<file path="config.mk">
export PLATFORM = sky130hd
export DESIGN_NAME = div_arbiter
export DESIGN_NICKNAME = d
export VERILOG_FILES = /design/src/rtl/div_arbiter.sv
export SDC_FILE = /design/constraint.sdc
export NUM_CORES = 1
export LEC_CHECK = 0
export BUFFER_PORTS_ARGS = -buffer_cell sky130_fd_sc_hd__buf_2
export CAP_MARGIN = 0
export CORE_MARGIN = 2
export CORE_UTILIZATION = 56
export CTS_CLUSTER_SIZE = 14
export DETAILED_ROUTE_END_ITERATION = 16
export GPL_ROUTABILITY_DRIVEN = 0
export GPL_TIMING_DRIVEN = 0
export PLACE_DENSITY = 0.84
export SLEW_MARGIN = 20
export SYNTH_ARGS = -nofsm -noshare
export SYNTH_HDL_FRONTEND = slang
export SYNTH_SLANG_ARGS = --single-unit
</file>
<file path="constraint.sdc">
create_clock -name clk -period 6.3 [get_ports clk]
set_input_delay 0.315 -clock clk [delete_from_list [all_inputs] [get_ports clk]]
set_output_delay 0.315 -clock clk [all_outputs]
set_load 0.1 [all_outputs]
</file>
<file path="src/rtl/div_arbiter.sv">
// div_arbiter: round-robin arbiter sharing one multi-cycle signed fixed-point
// divider among NREQ requesters. One division in flight at a time, with
// valid/ready handshakes on both the request and response sides.
// Optional feature macro: DIV_ZERO_CHECK_EN
//   When it is defined, a d==0 request bypasses the divider, returns a
//   saturated quotient, and raises dz_flag.
// The file also contains the shared divider `div`: a restoring divider on
// magnitudes. Its done output rises WIDTH-1+FBITS cycles after start.

module div #(
  parameter int WIDTH = 32,
  parameter int FBITS = 16
) (
  input  logic             clk,
  input  logic             rst_n,
  input  logic             start,
  input  logic [WIDTH-1:0] n,
  input  logic [WIDTH-1:0] d,
  output logic             done,
  output logic [WIDTH-1:0] q,
  output logic [WIDTH-1:0] r
);
  localparam int DW = WIDTH + FBITS;
  localparam int CW = $clog2(DW + 1);

  logic [CW-1:0]    cnt_q, cnt_d;
  logic             done_q, done_d;
  logic [WIDTH-1:0] rem_q, rem_d, dm_q, dm_d;
  logic [DW-1:0]    dvd_q, dvd_d;
  logic             neg_quo_q, neg_quo_d, neg_rem_q, neg_rem_d;
  logic [WIDTH-1:0] n_mag, d_mag, src_rem, src_dm;
  logic [DW-1:0]    src_dvd;
  logic [WIDTH:0]   trial, diff;
  logic             ge;

  // One restoring step per cycle; the load cycle already performs the first step.
  always_comb begin
    // NOTE: every always_comb output is given a default first, so no path leaves a latch.
    rem_d     = rem_q;
    dvd_d     = dvd_q;
    dm_d      = dm_q;
    neg_quo_d = neg_quo_q;
    neg_rem_d = neg_rem_q;
    cnt_d     = cnt_q;
    done_d    = 1'b0;
    n_mag     = n[WIDTH-1] ? -n : n;
    d_mag     = d[WIDTH-1] ? -d : d;
    if (start) begin
      src_rem = '0;
      src_dvd = {n_mag, {FBITS{1'b0}}};
      src_dm  = d_mag;
    end else begin
      src_rem = rem_q;
      src_dvd = dvd_q;
      src_dm  = dm_q;
    end
    trial = {src_rem, src_dvd[DW-1]};
    ge    = trial >= {1'b0, src_dm};
    diff  = trial - {1'b0, src_dm};
    if (start) begin
      rem_d     = ge ? diff[WIDTH-1:0] : trial[WIDTH-1:0];
      dvd_d     = {src_dvd[DW-2:0], ge};
      dm_d      = src_dm;
      neg_quo_d = n[WIDTH-1] ^ d[WIDTH-1];
      neg_rem_d = n[WIDTH-1];
      cnt_d     = CW'(DW - 1);
    end else if (cnt_q != '0) begin
      rem_d  = ge ? diff[WIDTH-1:0] : trial[WIDTH-1:0];
      dvd_d  = {src_dvd[DW-2:0], ge};
      cnt_d  = cnt_q - CW'(1);
      done_d = (cnt_q == CW'(1));
    end
  end

  // Control state: the iteration counter and the done pulse.
  always_ff @(posedge clk) begin
    // NOTE: sequential state uses non-blocking assignments only, so every flop samples pre-edge values.
    if (!rst_n) begin
      cnt_q  <= '0;
      done_q <= 1'b0;
    end else begin
      cnt_q  <= cnt_d;
      done_q <= done_d;
    end
  end

  // Datapath registers: only read while a division is counting or done.
  always_ff @(posedge clk) begin
    // NOTE: datapath registers are deliberately not reset; control gates their use.
    rem_q     <= rem_d;
    dvd_q     <= dvd_d;
    dm_q      <= dm_d;
    neg_quo_q <= neg_quo_d;
    neg_rem_q <= neg_rem_d;
  end

  assign done = done_q;
  assign q    = neg_quo_q ? -dvd_q[WIDTH-1:0] : dvd_q[WIDTH-1:0];
  assign r    = neg_rem_q ? -rem_q : rem_q;
endmodule

module div_arbiter #(
  parameter int  WIDTH = 32,
  parameter int  FBITS = 16,
  parameter int  NREQ  = 4,
  localparam int IDW   = $clog2(NREQ)
) (
  input  logic                  clk,
  input  logic                  rst_n,
  input  logic [NREQ-1:0]       req_valid,
  output logic [NREQ-1:0]       req_ready,
  input  logic [NREQ*WIDTH-1:0] req_n,
  input  logic [NREQ*WIDTH-1:0] req_d,
  output logic                  resp_valid,
  input  logic                  resp_ready,
  output logic [IDW-1:0]        resp_id,
  output logic [WIDTH-1:0]      resp_q,
  output logic [WIDTH-1:0]      resp_r,
  output logic                  busy
`ifdef DIV_ZERO_CHECK_EN
  , output logic                dz_flag
`endif
);
  typedef enum logic [1:0] {S_IDLE, S_ISSUE, S_WAIT, S_RESP} state_t;

  state_t           state_q, state_d;
  logic [IDW-1:0]   rr_ptr_q, rr_ptr_d, id_q, id_d, resp_id_q, resp_id_d;
  logic [WIDTH-1:0] op_n_q, op_n_d, op_d_q, op_d_d;
  logic [WIDTH-1:0] resp_q_q, resp_q_d, resp_r_q, resp_r_d;
  logic             resp_valid_q, resp_valid_d;
  logic             dz_q, dz_d;
  logic             grant_vld;
  logic [IDW-1:0]   grant_id;
  logic [WIDTH-1:0] grant_n, grant_d;
  logic             div_done;
  logic [WIDTH-1:0] div_q, div_r;

  // Round-robin pick: the first valid requester at or after rr_ptr, wrapping.
  always_comb begin
    grant_vld = 1'b0;
    grant_id  = '0;
    for (int i = 0; i < NREQ; i++) begin
      if (!grant_vld && req_valid[(int'(rr_ptr_q) + i) % NREQ]) begin
        grant_vld = 1'b1;
        grant_id  = IDW'((int'(rr_ptr_q) + i) % NREQ);
      end
    end
    grant_n = req_n[grant_id*WIDTH +: WIDTH];
    grant_d = req_d[grant_id*WIDTH +: WIDTH];
  end

  // Accept is offered only in IDLE and only to the winner; it is held low during reset.
  always_comb begin
    req_ready = '0;
    if (rst_n && state_q == S_IDLE && grant_vld) req_ready[grant_id] = 1'b1;
  end

  div #(.WIDTH(WIDTH), .FBITS(FBITS)) u_div (
    .clk  (clk),
    .rst_n(rst_n),
    .start(state_q == S_ISSUE),
    .n    (op_n_q),
    .d    (op_d_q),
    .done (div_done),
    .q    (div_q),
    .r    (div_r)
  );

  // FSM next-state: grant in IDLE, pulse start in ISSUE, collect in WAIT, hold in RESP.
  always_comb begin
    state_d      = state_q;
    rr_ptr_d     = rr_ptr_q;
    id_d         = id_q;
    op_n_d       = op_n_q;
    op_d_d       = op_d_q;
    resp_valid_d = resp_valid_q;
    resp_id_d    = resp_id_q;
    resp_q_d     = resp_q_q;
    resp_r_d     = resp_r_q;
    dz_d         = dz_q;
    unique case (state_q)
      S_IDLE: begin
        if (grant_vld) begin
          op_n_d = grant_n;
          op_d_d = grant_d;
          id_d   = grant_id;
`ifdef DIV_ZERO_CHECK_EN
          if (grant_d == '0) begin
            state_d      = S_RESP;
            resp_valid_d = 1'b1;
            resp_id_d    = grant_id;
            resp_q_d     = grant_n[WIDTH-1] ? {1'b1, {(WIDTH-1){1'b0}}} : {1'b0, {(WIDTH-1){1'b1}}};
            resp_r_d     = '0;
            dz_d         = 1'b1;
          end else begin
            state_d = S_ISSUE;
          end
`else
          state_d = S_ISSUE;
`endif
        end
      end
      S_ISSUE: state_d = S_WAIT;
      S_WAIT: begin
        if (div_done) begin
          state_d      = S_RESP;
          resp_valid_d = 1'b1;
          resp_id_d    = id_q;
          resp_q_d     = div_q;
          resp_r_d     = div_r;
          dz_d         = 1'b0;
        end
      end
      S_RESP: begin
        if (resp_ready) begin
          state_d      = S_IDLE;
          resp_valid_d = 1'b0;
          rr_ptr_d     = (resp_id_q == IDW'(NREQ - 1)) ? '0 : resp_id_q + IDW'(1);
        end
      end
      default: state_d = S_IDLE;
    endcase
  end

  // All arbiter state and the registered response outputs.
  always_ff @(posedge clk) begin
    if (!rst_n) begin
      state_q      <= S_IDLE;
      rr_ptr_q     <= '0;
      id_q         <= '0;
      op_n_q       <= '0;
      op_d_q       <= '0;
      resp_valid_q <= 1'b0;
      resp_id_q    <= '0;
      resp_q_q     <= '0;
      resp_r_q     <= '0;
      dz_q         <= 1'b0;
    end else begin
      state_q      <= state_d;
      rr_ptr_q     <= rr_ptr_d;
      id_q         <= id_d;
      op_n_q       <= op_n_d;
      op_d_q       <= op_d_d;
      resp_valid_q <= resp_valid_d;
      resp_id_q    <= resp_id_d;
      resp_q_q     <= resp_q_d;
      resp_r_q     <= resp_r_d;
      dz_q         <= dz_d;
    end
  end

  assign resp_valid = resp_valid_q;
  assign resp_id    = resp_id_q;
  assign resp_q     = resp_q_q;
  assign resp_r     = resp_r_q;
  assign busy       = (state_q != S_IDLE);
`ifdef DIV_ZERO_CHECK_EN
  assign dz_flag    = dz_q;
`else
  logic unused_dz;
  assign unused_dz  = dz_q;
`endif
endmodule

</file>
==> out/metrics.csv, run 1 <==
stage,metric,value,unit
status,status,finished clean,
timing,Max Clk Rate,0.169,GHz
clocking,CTS Buf Count,27,
floorplan,Chip Width,174,um
grt,first-pass GRT wire length,81.3,mm
logic_synthesis,synthesized flop and latch total,258,
logic_synthesis,Mapped Avg Cell Area,7.80,um2
grt,total gr overflow,0,
grt,largest net degree at the start of global routing,42,
clocking,H-tree depth,1,
logic_synthesis,ys async rst share,0,%
logic_synthesis,Syn Nets,2382,
clocking,Post-CTS Setup Inserts,0,
timing,PnR worst setup slack,379,ps
hold_path,HP Start,resp_ready,
logic_synthesis,Mapped Area,0.0162,mm2
routing,initial drt markers,1732,
flow_run,maxcap violations,0,
floorplan,io pins,335,
hold_path,Hold Crit Class,primary input to register,
clocking,clock root cell,clkbuf_16,
grt,GRT Util Overall,33.2,%
clocking,CTS tree,done,
place,Port-buffer cells,334,
routing,DRC viols,0,
routing,wire length per cell,18.3,um
pwr,Tot Pwr,10.7,mW
routing,vias,16900,
timing,slew margin rel.,28.5,%
timing,Final Hold Fails,0,
finish,fraction of layout cells with a size suffix above 1,16.5,%
floorplan,Placeable Area,0.0285,mm2
clocking,"Reg clk slew, reported paths",60,ps
routing,Routed WL,52.2,mm
critical_path,worst reg2reg setup slack,380,ps
logic_synthesis,largest area contributor in the netlist,edfxtp_1,
clocking,insertion delay to the later sink of the worst-skew pair,550,ps
finish,nets@finish,2745,
critical_path,Arrival @ worst endpoint,6180,ps
timing,hold_ws,80.8,ps
critical_path,Critical-path top delay cell,clkbuf_1,
pwr,pwr dens,551,mW/mm2
logic_synthesis,Syn Inst Count,2074,
critical_path,CP max FO,10,
grt,vias in the first global route,15800,
hold_path,"Endpoint, Worst Hold",rr_ptr_q[1],
routing,Pre-Repair DR Iteration Count,5,
logic_synthesis,Synth Flop Type,dfxtp_1,
critical_path,WP data required,6560,ps
logic_synthesis,"top cells by area, synth","edfxtp_1 21%, dfxtp_1 18%, nand2_1 9.8%",
critical_path,critical path class,register to register,
timing,Clock Skew,15.8,ps
floorplan,height of the die,174,um
timing,fin crit period,5920,ps
logic_synthesis,"EDFF count, synth",114,
clocking,post-CTS resize count,0,
logic_synthesis,Cell variety after synth,63,
finish,"most common cell after layout, fill and taps aside",nand2_1,
timing,sum of negative setup slack,0,ps
critical_path,CP endpoint kind,register,
timing,RSZ-0062 raised after global routing,no,
hold_path,Hold Crit Depth,3,
critical_path,reg2reg start,op_d_q[9],
place,"worst slack, placed",60.3,ps
critical_path,Worst R2R Path Depth,18,
timing,Finish-stage setup viols,0,
finish,area grow syn2layout,19.4,%
critical_path,crit path cell chain,or4_4 > or4_4 > or3_4 > or4_4 > o31ai_1 > xor2_1 > a21o_1 > ha_1 > clkbuf_1 > a21o_1 > a21oi_1 > o211a_1 > o211ai_1 > a21oi_1 > or2_2 > clkbuf_1 > clkbuf_1 > o21ai_0,
clocking,CTS sink cnt,258,
routing,antenna violation net count after detailed routing,0,
floorplan,Initial Util,56.7,%
timing,Tcrit/Tclk final,94.0,%
logic_synthesis,Synth top area share,21.2,%
grt,initial antenna violation count,4,
critical_path,Crit Reg-Reg Endpoint,u_div.rem_q[21],
critical_path,Critical Path Source Type,register,
critical_path,"slowest stage delay, CP",640,ps
logic_synthesis,sequential-to-total area share from yosys stat,39.0,%
logic_synthesis,Synthesis Warnings,0,
floorplan,Site Rows,62,
timing,max-slew violations,0,
pwr,maximum vdd drop,0.000381,V
finish,most frequent cells in the layout,"422 x nand2_1, 335 x buf_2, 214 x nand3_1",
clocking,clock buffer depth,3,
pwr,Pleak,8.45,nW
place,hpwl dp,40.5,mm
clocking,hold_buf cts,0,
timing,Least-Margin Pin Slew,1060,ps
floorplan,die area,0.0303,mm2
routing,vias per inst,5.92,
## flip-flops by register name (all words and copies together), names as in the netlist
| name | count |
|---|---|
| u_div.done | 1 |
| op_n_q | 32 |
| u_div.dm_q | 32 |
| id_q | 2 |
| u_div.neg_rem_q | 1 |
| op_d_q | 32 |
| resp_q | 32 |
| u_div.cnt_q | 6 |
| resp_r | 32 |
| u_div.neg_quo_q | 1 |
| resp_valid | 1 |
| rr_ptr_q | 2 |
| u_div.rem_q | 32 |
| resp_id | 2 |
| state_q | 2 |
| u_div.dvd_q | 48 |
## synthesized netlist by cell type (all sizes together), types with 42 or more instances
master,instances
a211oi,61
a21o,47
a21oi,164
clkbuf,116
dfxtp,144
edfxtp,114
ha,44
inv,66
nand2,422
nand3,215
nor2,176
nor2b,54
o21ai,65
o31ai,42
xor2,120
## how the worst max path moves through the flow
stage | from | to | slack [ps]
6_report | op_d_q[9] | u_div.rem_q[21] | 380
4_1_cts | state_q[1] | u_div.rem_q[6] | 60
2_1_floorplan | op_d_q[9] | u_div.rem_q[11] | 1280
5_1_grt | op_d_q[9] | u_div.rem_q[16] | 160
3_5_place_dp | state_q[1] | u_div.rem_q[6] | 60
3_3_place_gp | state_q[1] | u_div.rem_q[6] | -840
## critical path, delay by kind of cell (launching register included)
family,cells,cell delay [ps]
fa+ha+maj,1,210
compound gates,8,1620
buf+inv,3,1270
flops,1,360
simple gates,5,2030
xor+xnor,1,150
## through the flow
step           instances  instance area, um2  utilization, %
6_report            2846               19300            67.7
5_1_grt             2844               19300            67.6
4_1_cts             2844               19300            67.6
3_5_place_dp        2794               18400            64.4
3_3_place_gp        2792               18300            64.2
2_1_floorplan       2074               16200               -
## layer usage
| metal | share of wire [%] | wire length, um | GRT usage [%] |
|---|---|---|---|
| met4 | 3.7 | 1930 | 11.9 |
| met2 | 46 | 23800 | 54.7 |
| met5 | 0 | 0 | 0 |
| met1 | 40 | 20700 | 43.7 |
| met3 | 11 | 5810 | 6.21 |
## kinds of logic after synthesis
logic type / Yosys count / share of synthesized area (%)
flops: 258 / 39.0
xor+xnor: 140 / 7.58
mux: 7 / 0.449
compound gates: 451 / 17.8
fa+ha+maj: 45 / 3.53
simple gates: 975 / 27.0
buf+inv: 198 / 4.65
## layout make-up
cell class	instances	area (um2)
diodes	4	10.0
inverters	66	248
multi-input cells	1618	9140
fillers	2373	9230
clock buffers	41	821
clock inverters	9	104
repair buffers	336	1710
well taps	384	480
flip-flops and latches	258	6310
plain buffers	130	498
## power breakdown
part | internal (mW) | switching [mW]
clock | 0.980 | 0.671
sequential | 2.59 | 0.531
combinational | 2.11 | 3.77
(Power assumes the default switching activity.)
==> run 2, diff against run 1 <==
--- a/config.mk
+++ b/config.mk
@@ -8,12 +8,12 @@
 export BUFFER_PORTS_ARGS = -buffer_cell sky130_fd_sc_hd__buf_2
 export CAP_MARGIN = 0
 export CORE_MARGIN = 2
-export CORE_UTILIZATION = 56
+export CORE_UTILIZATION = 40
 export CTS_CLUSTER_SIZE = 14
 export DETAILED_ROUTE_END_ITERATION = 16
 export GPL_ROUTABILITY_DRIVEN = 0
 export GPL_TIMING_DRIVEN = 0
-export PLACE_DENSITY = 0.84
+export PLACE_DENSITY = 0.64
 export SLEW_MARGIN = 20
 export SYNTH_ARGS = -nofsm -noshare
 export SYNTH_HDL_FRONTEND = slang
==> run 2 against run 1 <==
Effect of this change: wire length grew 1.8%; flip-flop and latch count stayed put; core utilization down 18 points; sequential share of layout area is 0.50 points lower; clock power up 7%; first-iteration DRC count is 37% lower; global-route usage down 8.6 points; cell count is 5.2% higher; setup slack better by 5.8 ps; die area grew 39%; via count down 3.5%; count of clock-buffer cells in the layout unchanged; highest routed layer is now met5.
==> out/metrics.csv, run 2 (synthesis gave the netlist of run 1 again) <==
stage,metric,value,unit,change
hold_path,"Endpoint, Worst Hold",rr_ptr_q[1],,
timing,Clock Skew,8.76,ps,-7.04 ps
routing,Pre-Repair DR Iteration Count,5,,unchanged
critical_path,CP max FO,10,,unchanged
clocking,CTS tree,done,,
pwr,Comb power frac,54.5,%,-0.6 points
grt,first-pass GRT wire length,82.8,mm,+1.8%
timing,fin crit period,5910,ps,-5.82 ps
pwr,pwr dens,547,mW/mm2,-0.82%
finish,nets@finish,2747,,+0.073%
hold_path,Hold Crit Depth,3,,unchanged
place,Inst Count DP,2935,,+5.0%
pwr,Psw,4.96,mW,-0.20%
critical_path,Worst R2R Path Depth,17,,-1
timing,slew margin rel.,30.8,%,+2.3 points
clocking,hold_buf cts,0,,unchanged
critical_path,Crit Reg-Reg Endpoint,u_div.rem_q[8],,
critical_path,CP endpoint kind,register,,
timing,Tcrit/Tclk final,93.9,%,about the same
pwr,switching portion of total power,46.2,%,-0.43 points
timing,Least-Margin Pin Slew,1030,ps,-30.4 ps
pwr,Pint,5.77,mW,+1.5%
finish,Largest Register,u_div.dvd_q,,
grt,largest net degree at the start of global routing,47,,+12%
pwr,Clk pwr share,16.5,%,+1.0 points
grt,vias in the first global route,15500,,-2.1%
critical_path,critical path class,register to register,,
critical_path,Critical Path Source Type,register,,
grt,total gr overflow,0,,unchanged
finish,non-filler cells in the finished layout,2993,,+5.2%
finish,fraction of layout cells with a size suffix above 1,16.9,%,+0.42 points
pwr,maximum vdd drop,0.000315,V,-17%
finish,final core utilization,49.3,%,-18 points
finish,Largest register FFs,48,,unchanged
finish,"most common cell after layout, fill and taps aside",nand2_1,,
routing,DRC viols,0,,unchanged
clocking,CTS sink cnt,258,,unchanged
critical_path,reg2reg start,op_d_q[9],,
timing,Finish-stage setup viols,0,,unchanged
routing,vias,16300,,-3.5%
floorplan,height of the die,205,um,+18%
critical_path,Worst Setup SP,op_d_q[9],,
hold_path,HP Start,resp_ready,,
pwr,Pleak,8.52,nW,+0.87%
hold_path,Hold Crit Class,primary input to register,,
pwr,sequential power share,29.0,%,-0.4 points
finish,area grow syn2layout,21.3,%,
clocking,"Reg clk slew, reported paths",60,ps,about the same
routing,wire length per cell,17.8,um,-3.2%
floorplan,die area,0.0421,mm2,+39%
timing,hold_ws,109,ps,+28.1 ps
clocking,H-tree depth,1,,unchanged
grt,initial antenna violation count,5,,+1
routing,Routed WL,53.2,mm,+1.8%
critical_path,WP data required,6560,ps,about the same
timing,Max Clk Rate,0.169,GHz,about the same
floorplan,Chip Width,205,um,+18%
routing,vias per inst,5.43,,-8.3%
place,Port-buffer cells,334,,unchanged
timing,RSZ-0062 raised after global routing,no,,
clocking,insertion delay to the later sink of the worst-skew pair,550,ps,about the same
finish,most frequent cells in the layout,"422 x nand2_1, 335 x buf_2, 214 x nand3_1",,
clocking,clock buffer depth,3,,unchanged
critical_path,Arrival @ worst endpoint,6180,ps,about the same
timing,max-slew violations,0,,unchanged
floorplan,Initial Util,40.6,%,-16 points
clocking,CTS Buf Count,29,,+7.4%
critical_path,worst reg2reg setup slack,390,ps,about the same
clocking,clock root cell,clkbuf_16,,
timing,Final Hold Fails,0,,unchanged
status,status,finished clean,,
place,hpwl dp,42.3,mm,+4.5%
routing,initial drt markers,1098,,-37%
grt,GRT Util Overall,24.6,%,-8.6 points
routing,antenna violation net count after detailed routing,0,,unchanged
flow_run,maxcap violations,0,,unchanged
floorplan,Site Rows,73,,+18%
finish,FILL cells,4016,,+69%
floorplan,io pins,335,,unchanged
floorplan,Placeable Area,0.0398,mm2,+39%
## run 2: repair_timing
| item | in CTS | in global routing |
|---|---|---|
| endpoints found under the setup margin | 0 | 18 |
| buffers inserted | 0 | 0 |
| gates resized for setup | 0 | 3 |
## run 2: cell type report
class                      count  area [um2]  area share [%]
multi-input combinational   1618        9140            46.6
sequential                   258        6310            32.1
timing repair buffer         336        1720            8.76
clock buffer                  41         927            4.73
tap                          525         657            3.35
buffer                       130         498            2.54
inverter                      66         248            1.26
clock inverter                13         105           0.536
antenna                        6        15.0          0.0765
## run 2: through the flow
stage | total power, mW | area (um2) | TNS (ps) | setup slack, ps
floorplan | 7.26 | 16200 | 0 | 1280
global placement | 8.75 | 18500 | -20170 | -813
detailed placement | 8.87 | 18600 | 0 | 159
CTS | 10.7 | 19600 | 0 | 142
global route | 11.5 | 19600 | 0 | 175
finish | 10.7 | 19600 | 0 | 385
## run 2: worst max-delay path by stage
stage	to	slack, ps	cells after the start
after floorplan	u_div.rem_q[11]	1280	18
after global placement	u_div.rem_q[13]	-810	19
after detailed placement	u_div.rem_q[18]	160	19
after CTS	u_div.rem_q[25]	140	19
after global routing	u_div.rem_q[1]	180	16
final	u_div.rem_q[8]	390	17
## run 2: critical path, stage by stage, from the launching register on
cell and delay, ps:
dfxtp_1 370, or4_4 570, or4_4 440, or3_2 480
or4_4 470, o41ai_2 240, xor2_1 130, a21o_1 250
ha_1 400, a21o_1 200, a21oi_1 230, o211a_1 230
o211ai_1 80, a21oi_1 120, or2_2 110, clkbuf_1 470
clkbuf_1 600, o21ai_0 230
## run 2: power groups by stage
| stage | clock network, mW | logic [mW] | registers, mW |
|---|---|---|---|
| 2_1_floorplan | 0 | 4.22 | 3.04 |
| 4_1_cts | 1.80 | 5.79 | 3.09 |
| 5_1_grt | 1.87 | 6.49 | 3.18 |
| 3_3_place_gp | 0 | 5.61 | 3.14 |
| 3_5_place_dp | 0 | 5.75 | 3.12 |
| 6_report | 1.77 | 5.85 | 3.11 |
## run 2: routing by layer
layer	global-route usage, %	vias up	share of wire, %
met5	0	-	0.024
met4	7.04	2	2.9
met3	2.96	93	6.8
met2	40.6	615	45
met1	33.8	7532	45
li1	-	8020	-
